File: src/rtl/ofmap_write_collector_pkg.sv
// ofmap_write_collector_pkg: shared conv-stream state encodings, defaults and ReLU helper
package ofmap_write_collector_pkg;
  localparam int DEF_DATA_WIDTH = 16;
  localparam int DEF_TILING_SIZE = 8;
  typedef enum logic [1:0] {IDLE, ARMED, RECV, DONE} state_t;
  function automatic logic relu_keep(input logic sign, input logic en);
    return !(en && sign);
  endfunction
endpackage

File: src/rtl/ofmap_addr_gen.sv
// ofmap_addr_gen: sequential ofmap write pointer with tile-start rewind
module ofmap_addr_gen #(
  parameter int ADDR_WIDTH = 16
) (
  input  logic                  clk,
  input  logic                  rst_n,
  input  logic                  load,
  input  logic [ADDR_WIDTH-1:0] base_addr,
  input  logic                  inc,
  input  logic                  tile_end,
  input  logic                  rewind,
  output logic [ADDR_WIDTH-1:0] wr_ptr
);
  logic [ADDR_WIDTH-1:0] tile_start;
  always_ff @(posedge clk or negedge rst_n) begin
    if (!rst_n) begin
      wr_ptr <= '0;
      tile_start <= '0;
    end else if (load) begin
      wr_ptr <= base_addr;
      tile_start <= base_addr;
    end else if (rewind) begin
      wr_ptr <= tile_start;
    end else if (inc) begin
      wr_ptr <= wr_ptr + 1'b1;
      if (tile_end) tile_start <= wr_ptr + 1'b1;
    end
  end
endmodule

File: src/rtl/ofmap_write_collector.sv
// ofmap_write_collector: collects tile bursts, applies ReLU and writes them to the ofmap SRAM
module ofmap_write_collector
  import ofmap_write_collector_pkg::*;
#(
  parameter int DATA_WIDTH = DEF_DATA_WIDTH,
  parameter int TILING_SIZE = DEF_TILING_SIZE,
  parameter int ADDR_WIDTH = 16,
  parameter int NUM_TILES = 64,
  parameter bit RELU_EN = 1'b1
) (
  input  logic                  clk,
  input  logic                  rst_n,
  input  logic                  start,
  input  logic [ADDR_WIDTH-1:0] base_addr,
  input  logic                  valid_data,
  input  logic [DATA_WIDTH-1:0] data_output,
  output logic                  mem_we,
  output logic [ADDR_WIDTH-1:0] mem_addr,
  output logic [DATA_WIDTH-1:0] mem_wdata,
  output logic [15:0]           tile_count,
  output logic                  burst_err,
  output logic                  done
);
  localparam int CW = TILING_SIZE > 1 ? $clog2(TILING_SIZE) : 1;
  state_t state;
  logic [CW-1:0] word_cnt;
  logic [ADDR_WIDTH-1:0] wr_ptr;
  logic active, accept, last, short_burst;
  logic [15:0] tile_next;
  assign active = state == ARMED || state == RECV;
  assign accept = active && valid_data && !start;
  assign last = accept && word_cnt == CW'(TILING_SIZE - 1);
  assign short_burst = state == RECV && !valid_data && !start && word_cnt != '0;
  assign tile_next = tile_count == 16'hFFFF ? tile_count : tile_count + 16'd1;
  ofmap_addr_gen #(.ADDR_WIDTH(ADDR_WIDTH)) u_addr_gen (
    .clk(clk),
    .rst_n(rst_n),
    .load(start),
    .base_addr(base_addr),
    .inc(accept),
    .tile_end(last),
    .rewind(short_burst),
    .wr_ptr(wr_ptr)
  );
  always_ff @(posedge clk or negedge rst_n) begin
    if (!rst_n) begin
      state <= IDLE;
      word_cnt <= '0;
      mem_we <= 1'b0;
      mem_addr <= '0;
      mem_wdata <= '0;
      tile_count <= '0;
      burst_err <= 1'b0;
      done <= 1'b0;
    end else begin
      mem_we <= accept;
      done <= 1'b0;
      if (accept) begin
        mem_addr <= wr_ptr;
        mem_wdata <= relu_keep(data_output[DATA_WIDTH-1], RELU_EN) ? data_output : '0;
      end
      if (start) begin
        state <= ARMED;
        word_cnt <= '0;
        tile_count <= '0;
        burst_err <= 1'b0;
      end else if (last) begin
        word_cnt <= '0;
        tile_count <= tile_next;
        state <= tile_next == 16'(NUM_TILES) ? DONE : RECV;
        done <= tile_next == 16'(NUM_TILES);
      end else if (accept) begin
        word_cnt <= word_cnt + 1'b1;
        state <= RECV;
      end else if (state == RECV && !valid_data) begin
        // a burst that ends on a tile boundary is not an error
        state <= ARMED;
        word_cnt <= '0;
        burst_err <= burst_err | short_burst;
      end else if (state == DONE) begin
        state <= IDLE;
      end
    end
  end
endmodule

File: config.mk
export PLATFORM = sky130hd
export DESIGN_NAME = ofmap_write_collector
export DESIGN_NICKNAME = d
export VERILOG_FILES = /design/src/rtl/ofmap_write_collector_pkg.sv /design/src/rtl/ofmap_addr_gen.sv /design/src/rtl/ofmap_write_collector.sv
export SDC_FILE = /design/constraint.sdc
export NUM_CORES = 1
export LEC_CHECK = 0
export CAP_MARGIN = 30
export CORE_AREA = 2 2 111 124
export CTS_BUF_LIST = sky130_fd_sc_hd__clkbuf_2 sky130_fd_sc_hd__clkbuf_4 sky130_fd_sc_hd__clkbuf_8
export DETAILED_ROUTE_END_ITERATION = 6
export DIE_AREA = 0 0 113 126
export GPL_ROUTABILITY_DRIVEN = 1
export MAX_ROUTING_LAYER = met4
export SYNTH_ARGS = -nofsm -noshare
export SYNTH_HDL_FRONTEND = slang
export SYNTH_HIERARCHICAL = 1
export SYNTH_SLANG_ARGS = --single-unit
File: constraint.sdc
create_clock -name clk -period 3.89 [get_ports clk]
set_input_delay 0.778 -clock clk [delete_from_list [all_inputs] [get_ports clk]]
set_output_delay 0.778 -clock clk [all_outputs]
set_load 0.01 [all_outputs]
==> results of run 1 <==
## flip-flops by register name, indices dropped and copies added (netlist names)
signal	cells
done	1
state	2
u_addr_gen/tile_start	16
tile_count	16
burst_err	1
word_cnt	3
u_addr_gen/wr_ptr	16
mem_wdata	15
mem_we	1
mem_addr	16
## final timing paths
| check | endpoint | slack, ns | cells past startpoint |
|---|---|---|---|
| setup / recovery | u_addr_gen/tile_start[10] | 0.99 | 9 |
| hold / removal | tile_count[14] | 0.28 | 1 |
| setup reg to reg | u_addr_gen/tile_start[10] | 1.24 | 10 |
| hold reg to reg | mem_wdata[12] | 0.48 | 2 |
| max in group asynchronous | mem_addr[10] | 2.83 | 2 |
| min in group clk | mem_wdata[12] | 0.48 | 2 |
## per-stage QoR
stage	cell area, um2	util [%]
CTS	6050	46.6
global route	6050	46.6
global placement	5880	45.2
floorplan	4960	-
detailed placement	5880	45.2
finish	6050	46.6
## worst max-delay path: stages
cell,delay (ns)
clkdlybuf4s50_1,0.53
nor2b_1,0.27
nand2b_1,0.11
clkinv_1,0.07
buf_4,0.39
and3b_1,0.57
and3_1,0.24
a21oi_1,0.04
o221ai_1,0.17
## kinds of logic (layout without fill, tap and decap cells)
kind of cell	count (synthesis)	in the layout	synth area share, %
and+or+nand+nor	257	257	27.8
AOI/OAI and AO/OA	108	108	14.0
DFF	87	87	43.9
buffers and inverters	54	123	5.05
xor gates and xnor gates	26	26	4.59
muxes	14	14	2.85
adders and majority gates	7	7	1.77
other	1	1	0.0756
## cells in the mapped netlist, types with 3 or more instances
cell type and instances:
nor4_2 4, or3_1 5, ha_1 7, nor2_1 35, a2bb2oi_1 3, a31oi_1 5
nand3_2 3, o211ai_1 3, nand3b_1 3, o21ai_0 33, xnor2_1 13, inv_1 12
buf_4 4, dfrtp_1 87, a21oi_1 25, nand2_1 99, o31ai_1 5, nand4_1 12
clkbuf_1 19, mux2i_1 13, nor2b_1 9, a22oi_1 4, a211oi_1 4, nand3_1 17
nor3b_1 9, nor3_1 16, a22o_1 4, and3_1 5, nor4_1 5, buf_2 12
and4_1 3, nand2b_1 19, xor2_1 13, o21a_1 3
## routing by layer
layer	up-vias	track usage (%)	share of wire, %
li1	2068	-	-
met1	2068	24.0	45
met2	94	29.9	51
met3	6	2.79	4.1
met4	0	4.88	0.45
met5	-	-	0
## layout make-up
type | instances | area, um2 | area share, %
inverter | 13 | 48.8 | 0.807
sequential | 87 | 2180 | 36.0
clock inverter | 1 | 5.00 | 0.0827
clock buffer | 14 | 168 | 2.77
timing repair buffer | 95 | 918 | 15.2
multi-input combinational | 413 | 2530 | 41.8
tap | 161 | 201 | 3.33
## report_power, final
part	switching [mW]	total [mW]	internal (mW)	leakage, nW
Combinational	0.445	0.926	0.481	1.28
Clock	0.312	0.587	0.275	0.0942
Sequential	0.163	1.28	1.12	1.12
==> results list, run 1 <==
* Type of the worst min-delay path: in -> async
- After synthesis, the netlist uses 66 different library cells.
- CP Data Required Time: 4.16 ns
- After clock tree synthesis, the flow added hold-fix buffers numbering 0.
- Relative to the synthesized area, the layout overhead comes to 22.0%.
- Summed over its instances, the top area cell type makes up 43.9% of the synthesized netlist area.
* Post-route setup TNS: 0 ns
- Vias per std cell: 5.40
* Fraction of registers with async set or reset after synthesis: 100%
- Once detail routing completed, the nets flagged for antenna violations numbered 0.
* Root buf cell: clkbuf_8
- Of all nets on the critical path, the largest fanout is 42.
- STA classifies the critical path startpoint as an input pin.
- Counting the fill cells in the layout gives 1288.
- Number of antenna violations at the first check in global routing: 0
- At the later pin of the worst-skew pair, clock insertion delay measures 0.36 ns.
- The repair_antennas step left the layout with diodes totalling 0.
- Measured against its own limit, the worst slew margin works out to 64.1%.
- Starting utilization of the core area: 38.2%
- For this run the aggregate overflow at the end of global routing stands at 0.
- Port-buffer cells: 85
* Top_reg_cell synth: dfrtp_1
* Worst Path Class, Setup: in -> reg
- Power spread over the standard cell area amounts to 462 nW/um2.
- Area leader, netlist: dfrtp_1
- Result of the run: finished, violations left
* Final setup viols: 0
- Post-route DRC violation count: 6
- Placeable core region: 13000 um2
- In the final layout, the share of cells above drive strength 1 is 7.70%.
- RSZ-0062 raised after global routing: false
- For this run, the top clock speed supported by timing is 344 MHz.
- During synthesis, Yosys emitted a total of 6 warnings.
* Reg-to-reg critical path startpoint: state[0]
- Post-layout min period: 2.90 ns
- Floorplan die height: 126 um
- Sorting the synthesized cells by area gives the leading types as dfrtp_1, nand2_1, o21ai_0, nor2_1, mux2i_1.
- Counting along the longest clock path gives a buffer depth of 2.
- Maximum ir drop on the vdd rail: 0.144 mV
- Post-Synthesis Cell Area: 4960 um2
* Syn Nets: 597
- Final Max Slew Viols: 0
- Global routing used 18.4% of the available tracks.
* Via Count: 4236
- The final layout contains routed wiring with a total length of 12200 um.
- Once detailed placement completed, the half-perimeter wirelength came to 8700 um.
- Setup slack closes at 0.986 ns.
* Number of H-tree levels: 3
- Clock edge transition at the registers on the reported setup and hold paths: 0.08 ns
- Row generation in the floorplan step produced 44 rows.
* Leakage power total: 2.49 nW
- Worst slew pin tran: 0.538 ns
- Final hold violation count: 0
- Count of placed standard cells in the final layout, fillers left out: 784
- In this run, synthesis produced a sequential element count of 87.
- Syn_area_per_cell: 8.95 um2
* Routed length per instance: 15.6 um
- Including well taps, the total number of placed cells is 769.
- Ratio of final minimum period to clock period: 74.7%
* Minimum setup slack after placement: 0.615 ns
* Nets: 662
- Most frequent standard cell in the layout excluding fill and tap cells: nand2_1
- The pre-antenna-repair detailed-routing pass consisted of 7 iterations.
- Post-route clock skew: 0.0113 ns
* Gate Count Post-Synth: 554
* Fraction of the yosys area taken by sequential cells: 43.9%
* Post-CTS setup buffer count: 0
- The tree built by TritonCTS fans out to 87 sinks.
- Hold Slack: 0.280 ns
- Crit path launch: valid_data
* Pin count of the biggest net entering global routing: 50
* Starting DRT DRC Count: 295
- In this run the count of I/O pins placed on the die edge is 87.
* DIE AREA: 14200 um2
- After clock tree synthesis, the repair step resized 0 gates.
- The synthesized design contains 0 enable-type register cells.
- Buffers inserted during clock tree synthesis total 9.
* CTS tree: done
* Die Wd: 113 um
* Most used cells in the layout excluding fill and tap cells: nand2_1, dfrtp_1, clkdlybuf4s50_1
- Total power: 2.79 mW
- Arrival time reported for the critical path endpoint: 3.17 ns
- Global placer's final weighted congestion: 0.837
- Type of destination of the critical path: flip-flop
- Violated checks: DRC
- The number of global-route vias before repair was 4180.
* Global-route wire length before repair: 20900 um
- Maxcap violations: 0
Power figures use the tool's default switching activity.
==> run 2, diff against run 1 <==
clock period = 2.5 ns   (was 3.89 ns; I/O delays follow)
==> run 2 against run 1 <==
Effect of this change: the flow still finishes with violations (DRC); combinational power is 58% higher; clock skew hardly changed; global-route usage is 0.41 points higher; non-clock buffer count is 24 higher; die area stayed put; register-to-register slack worse by 0.95 ns; critical path depth is 2 higher; power is 63% higher; worst hold slack worse by 0.17 ns; critical path type is now reg -> reg; critical endpoint is now u_addr_gen/tile_start[5].
==> results list, run 2 (synthesis gave the netlist of run 1 again) <==
- Wires add up to 12400 um.
- The final max-slew violation count came to 0.
* Growth of design area from synthesis to finish: 26.7%
- Ratio of final minimum period to clock period: 88.6%
* Number of antenna violations at the first check in global routing: 0
- Violated checks: DRC
* Die Wd: 113 um
* Pwr dens: 724 nW/um2
* PostCTS Resize Cnt: 0
* Hold buffer count at CTS: 0
* Maximum ir drop on the vdd rail: 0.225 mV
- Worst slew pin tran: 0.577 ns
* Post-route clock skew: 0.0117 ns
- Final setup viols: 0
- The number of clock buffers added by TritonCTS is 9.
- Critical Path, Cell by Cell: inv_1 -> ha_1 -> nor2b_1 -> nand2b_1 -> clkinv_1 -> nand2_1 -> inv_1 -> and3b_1 -> buf_4 -> nand2b_1 -> o21ai_0
- Placeable core region: 13000 um2
- Clock tree synthesis found a total of 87 sinks.
- Highest attainable clock frequency: 452 MHz
- Detailed placement finished with a half-perimeter wire length of 8990 um.
- Summing all placed instances gives a cell area of 6070 um2.
- 87 I/O pins were placed.
* Leakage power total: 2.63 nW
- Floorplan die height: 126 um
- The setup check on the worst reg-to-reg path leaves a slack of 0.29 ns.
- Max-cap violations in this run came to 0.
- The clock tree synthesis step divided the H-tree into 3 levels.
- In this run the tool buffered the top-level ports with 85 buffer cells.
* Post-CTS setup buffer count: 0
* Remaining number of nets flagged by the antenna check after routing: 0
- Combined buffer and inverter count along the critical path: 4
- Grouping stages by cell kind, the critical path spends the most delay in simple AND/OR/NAND/NOR gates.
- Kind of launch point of the worst setup path: flip-flop
- Antenna cells: 0
* Final hold violation count: 0
- Entering global routing, the biggest net connects 49 pins.
- Clock-pin slew was measured on the worst setup and hold paths at 0.09 ns.
* Starting utilization of the core area: 38.2%
- The die covers 14200 um2.
- The initialized floorplan defines 44 standard-cell rows.
* Total routing resource utilization after global routing: 18.8%
* Worst-path cell with the longest stage delay: dfrtp_1
- Result of the run: finished, violations left
- CTS tree: done
- In the routed layout, each cell is associated on average with a via count of 5.30.
- At the end of the flow, the number of nets in the layout was 686.
- Type of the worst min-delay path: in -> async
- RSZ-0062 raised after global routing: false
- Across all layers, the routed design uses 4280 vias.
- Routed length per instance: 15.3 um
- Starting DRT DRC Count: 250
- Worst Path Class, Setup: reg -> reg
- The library cell used most frequently in the layout, excluding fill and tap cells, is nand2_1.
* Global placer's final weighted congestion: 0.886
* CP Data Required Time: 2.79 ns
* DRT Pass-1 Iters: 7
- Most used cells in the layout excluding fill and tap cells: nand2_1, dfrtp_1, clkdlybuf4s50_1
- Share of cells above drive strength 1: 11.1%
* Post-route DRC violation count: 6
- In this run the deepest clock path goes through 2 buffers.
* Via count of the first global-routing pass: 4146
* Hold Slack: 0.108 ns
* Type of destination of the critical path: flip-flop
- After layout, the minimum clock period comes to 2.21 ns.
* Global-route wire length before repair: 21000 um
- The tree is rooted in a clkbuf_8.
- Measured against its own limit, the worst slew margin works out to 61.5%.
- Arrival time reported for the critical path endpoint: 2.51 ns
* Clock insertion delay at the later pin of the skew report: 0.38 ns
* Residual overflow from global routing: 0
* Biggest cell delay along the critical path: 0.40 ns
- The finished cells cover 6280 um2.
- Largest fanout on the critical path: 6
run 2: cell type report:
class | instances | area, um2
clock buffers | 9 | 124
clock inverters | 6 | 86.3
fillers | 1264 | 6710
inverters | 13 | 48.8
multi-input cells | 413 | 2530
flip-flops and latches | 87 | 2180
well taps | 161 | 201
repair buffers | 119 | 1110
run 2: layer usage:
metal / global-route usage [%] / vias to the layer above / share of wire [%]
li1: - / 2115 / -
met1: 24.0 / 2057 / 45
met2: 30.7 / 95 / 49
met3: 3.46 / 13 / 4.9
met4: 5.24 / 0 / 1.2
met5: - / - / 0
run 2: worst paths after layout:
check	startpoint	to	cells past startpoint
max in group asynchronous	rst_n	u_addr_gen/tile_start[15]	2
max reg2reg	state[0]	u_addr_gen/tile_start[5]	11
min in group clk	mem_addr[0]	mem_addr[0]	2
max	state[0]	u_addr_gen/tile_start[5]	11
min	rst_n	tile_count[11]	1
min reg2reg	mem_addr[0]	mem_addr[0]	2
run 2: power breakdown:
group | internal (mW) | switching, mW | total [mW]
registers | 1.74 | 0.256 | 1.99
logic | 0.769 | 0.694 | 1.46
clock network | 0.555 | 0.535 | 1.09
total | 3.06 | 1.48 | 4.55
run 2: stage by stage:
stage / total power, mW / setup slack [ns] / std cells / TNS, ns / utilization [%]
after floorplan: 2.71 / 0.0371 / 554 / 0 / -
after global placement: 3.47 / 0.0463 / 793 / 0 / 46.7
after detailed placement: 3.51 / -0.0629 / 793 / -0.198 / 46.7
after CTS: 4.61 / 0.264 / 808 / 0 / 48.3
after global routing: 4.87 / 0.0279 / 808 / 0 / 48.3
final: 4.55 / 0.285 / 808 / 0 / 48.3
==> run 3, diff against run 2 <==
clock period = 2.55 ns   (was 2.5 ns; I/O delays follow)
==> run 3 against run 2 <==
Effect of this change: the run still ends with DRC left; non-clock buffer count down 5; core utilization up 0.30 points; worst setup slack better by 0.030 ns; global-route usage down 0.57 points; die area unchanged; sequential cell count unchanged.
==> results list, run 3 (synthesis gave the netlist of run 1 again) <==
* Result of the run: finished, violations left
- Violated checks: DRC
- Floorplan die height: 126 um
- TritonCTS created 9 clock buffers.
- Routability-driven placement finished with a final weighted congestion of 0.888.
- Worst reg-to-reg setup slack: 0.32 ns
- Net switching is 30.6% of the power.
* Global-route wire length before repair: 20700 um
- For this run the aggregate overflow at the end of global routing stands at 0.
- Slack of the critical path: 0.316 ns
- Summed over all cells, the static leakage comes to 2.64 nW.
- Post-detailed-routing wire length: 12200 um
- The top cell types in the final layout, fill and taps aside, are nand2_1, dfrtp_1, clkdlybuf4s50_1.
- The initial antenna violation count was 0.
- Pwr dens: 741 nW/um2
- Cell-internal power: 3.25 mW
* PostCTS Resize Cnt: 0
- The pre-antenna-repair detailed-routing pass consisted of 7 iterations.
- Final Max Slew Viols: 0
- The final route contains 4251 vias.
- For this configuration, the core starts out at a cell density of 38.2%.
- Remaining number of nets flagged by the antenna check after routing: 0
- Total routing resource utilization after global routing: 18.2%
* CTS tree: done
- Clock insertion delay at the later pin of the skew report: 0.35 ns
- Die Wd: 113 um
- Number of H-tree levels: 3
* Largest fanout on the critical path: 6
- Post-route setup TNS: 0 ns
- Cell Rows: 44
- STA classifies the critical path startpoint as a flip-flop.
* Starting DRT DRC Count: 204
* CP Data Required Time: 2.78 ns
- In the final design database the tool counted 681 nets.
- Worst Path Class, Setup: reg -> reg
* Type of the worst min-delay path: in -> async
- For this design the total switching power over the nets is 1.43 mW.
- The clock arrives with 0.0100 ns of skew.
* Total I/O pin count: 87
- The final-report hold violation count is 0.
* Highest attainable clock frequency: 448 MHz
- The region available for standard cell placement spans 13000 um2.
- After clock tree synthesis, the clock-pin slew on the worst setup and hold paths is 0.09 ns.
* Root buf cell: clkbuf_8
* RSZ-0062 raised after global routing: false
- The share of total power dissipated in sequential elements is 41.7%.
* Clock group share of total power: 27.6%
* Maxcap violations: 0
* Post-CTS setup buffer count: 0
* Final setup viols: 0
* Antenna cells: 0
- In the routed design, unresolved DRC markers number 6.
- The share of total power dissipated in combinational logic is 30.7%.
- Input and output buffers added on the ports amount to 85.
- Vias per std cell: 5.29
- Post-layout min period: 2.23 ns
- Summed over all nets, the half-perimeter wirelength after detailed placement is 9010 um.
* Arrival time reported for the critical path endpoint: 2.47 ns
- Relative to the synthesized area, the layout overhead comes to 27.4%.
- STA classifies the critical path endpoint as a flip-flop.
- Ratio of final minimum period to clock period: 87.6%
- The library cell used most frequently in the layout, excluding fill and tap cells, is nand2_1.
* Number of clock sinks: 87
- Share of cells above drive strength 1: 10.6%
* Minimum setup slack after placement: -0.00980 ns
* Via count of the first global-routing pass: 4308
- Hold buffer count at CTS: 0
- The die covers 14200 um2.
* Maximum ir drop on the vdd rail: 0.241 mV
- Routed length per instance: 15.2 um
- The layout has 1253 filler cells.
- Number of cell instances on the worst register-to-register path: 8
- Worst-case clock buffer depth: 2
- Entering global routing, the biggest net connects 49 pins.
run 3: cell count changes in the layout (fill, tap and decap cells not counted):
cell,delta
clkbuf_4,+1
bufinv_16,+2
clkinvlp_4,-1
buf_4,-6
clkinv_2,-2
buf_12,+1
clkbuf_8,+1
run 3: stage by stage:
step	instance area [um2]	instances	utilization, %	total power [mW]	hold WS [ns]
finish	6320	804	48.6	4.68	0.0696
global route	6320	804	48.6	4.97	0.0791
CTS	6320	804	48.6	4.75	0.0603
detailed placement	6040	788	46.5	3.44	0.456
global placement	6040	788	46.5	3.40	0.452
floorplan	4960	554	-	2.66	0.214
run 3: layer usage:
metal  share of wire (%)  track usage, %  up-vias
met5                   0               -        -
met4                0.45            5.38        0
met3                 3.9            2.98        4
met2                  51            30.4       84
met1                  45            22.8     2062
li1                    -               -     2101
run 3: path summary, 6_finish.rpt:
| path | startpoint | end |
|---|---|---|
| setup / recovery | tile_count[0] | state[0] |
| hold / removal | rst_n | mem_wdata[1] |
| setup reg to reg | tile_count[0] | state[0] |
| hold reg to reg | mem_addr[0] | mem_addr[0] |
| max in group asynchronous | rst_n | u_addr_gen/tile_start[2] |
| min in group clk | mem_addr[0] | mem_addr[0] |
run 3: worst max-delay path: stages (launching register included):
cell     delay, ns
dfrtp_1       0.45
ha_1          0.20
and4_1        0.36
buf_4         0.20
nand4_1       0.14
a21oi_1       0.19
nor2_1        0.07
nor4b_2       0.16
o32a_2        0.36
run 3: cell type report:
class / count / area (um2) / area share (%)
Multi-Input combinational cell: 413 / 2530 / 40.0
Clock inverter: 5 / 129 / 2.04
Tap cell: 161 / 201 / 3.19
Timing Repair Buffer: 114 / 1090 / 17.2
Clock buffer: 11 / 145 / 2.30
Inverter: 13 / 48.8 / 0.772
Sequential cell: 87 / 2180 / 34.5
run 3: power groups by stage:
| stage | Combinational [mW] | Sequential [mW] | Clock, mW |
|---|---|---|---|
| 2_1_floorplan | 0.630 | 2.03 | 0 |
| 3_3_place_gp | 1.43 | 1.97 | 0 |
| 3_5_place_dp | 1.45 | 1.99 | 0 |
| 4_1_cts | 1.46 | 1.96 | 1.33 |
| 5_1_grt | 1.59 | 2.01 | 1.38 |
| 6_report | 1.44 | 1.95 | 1.29 |
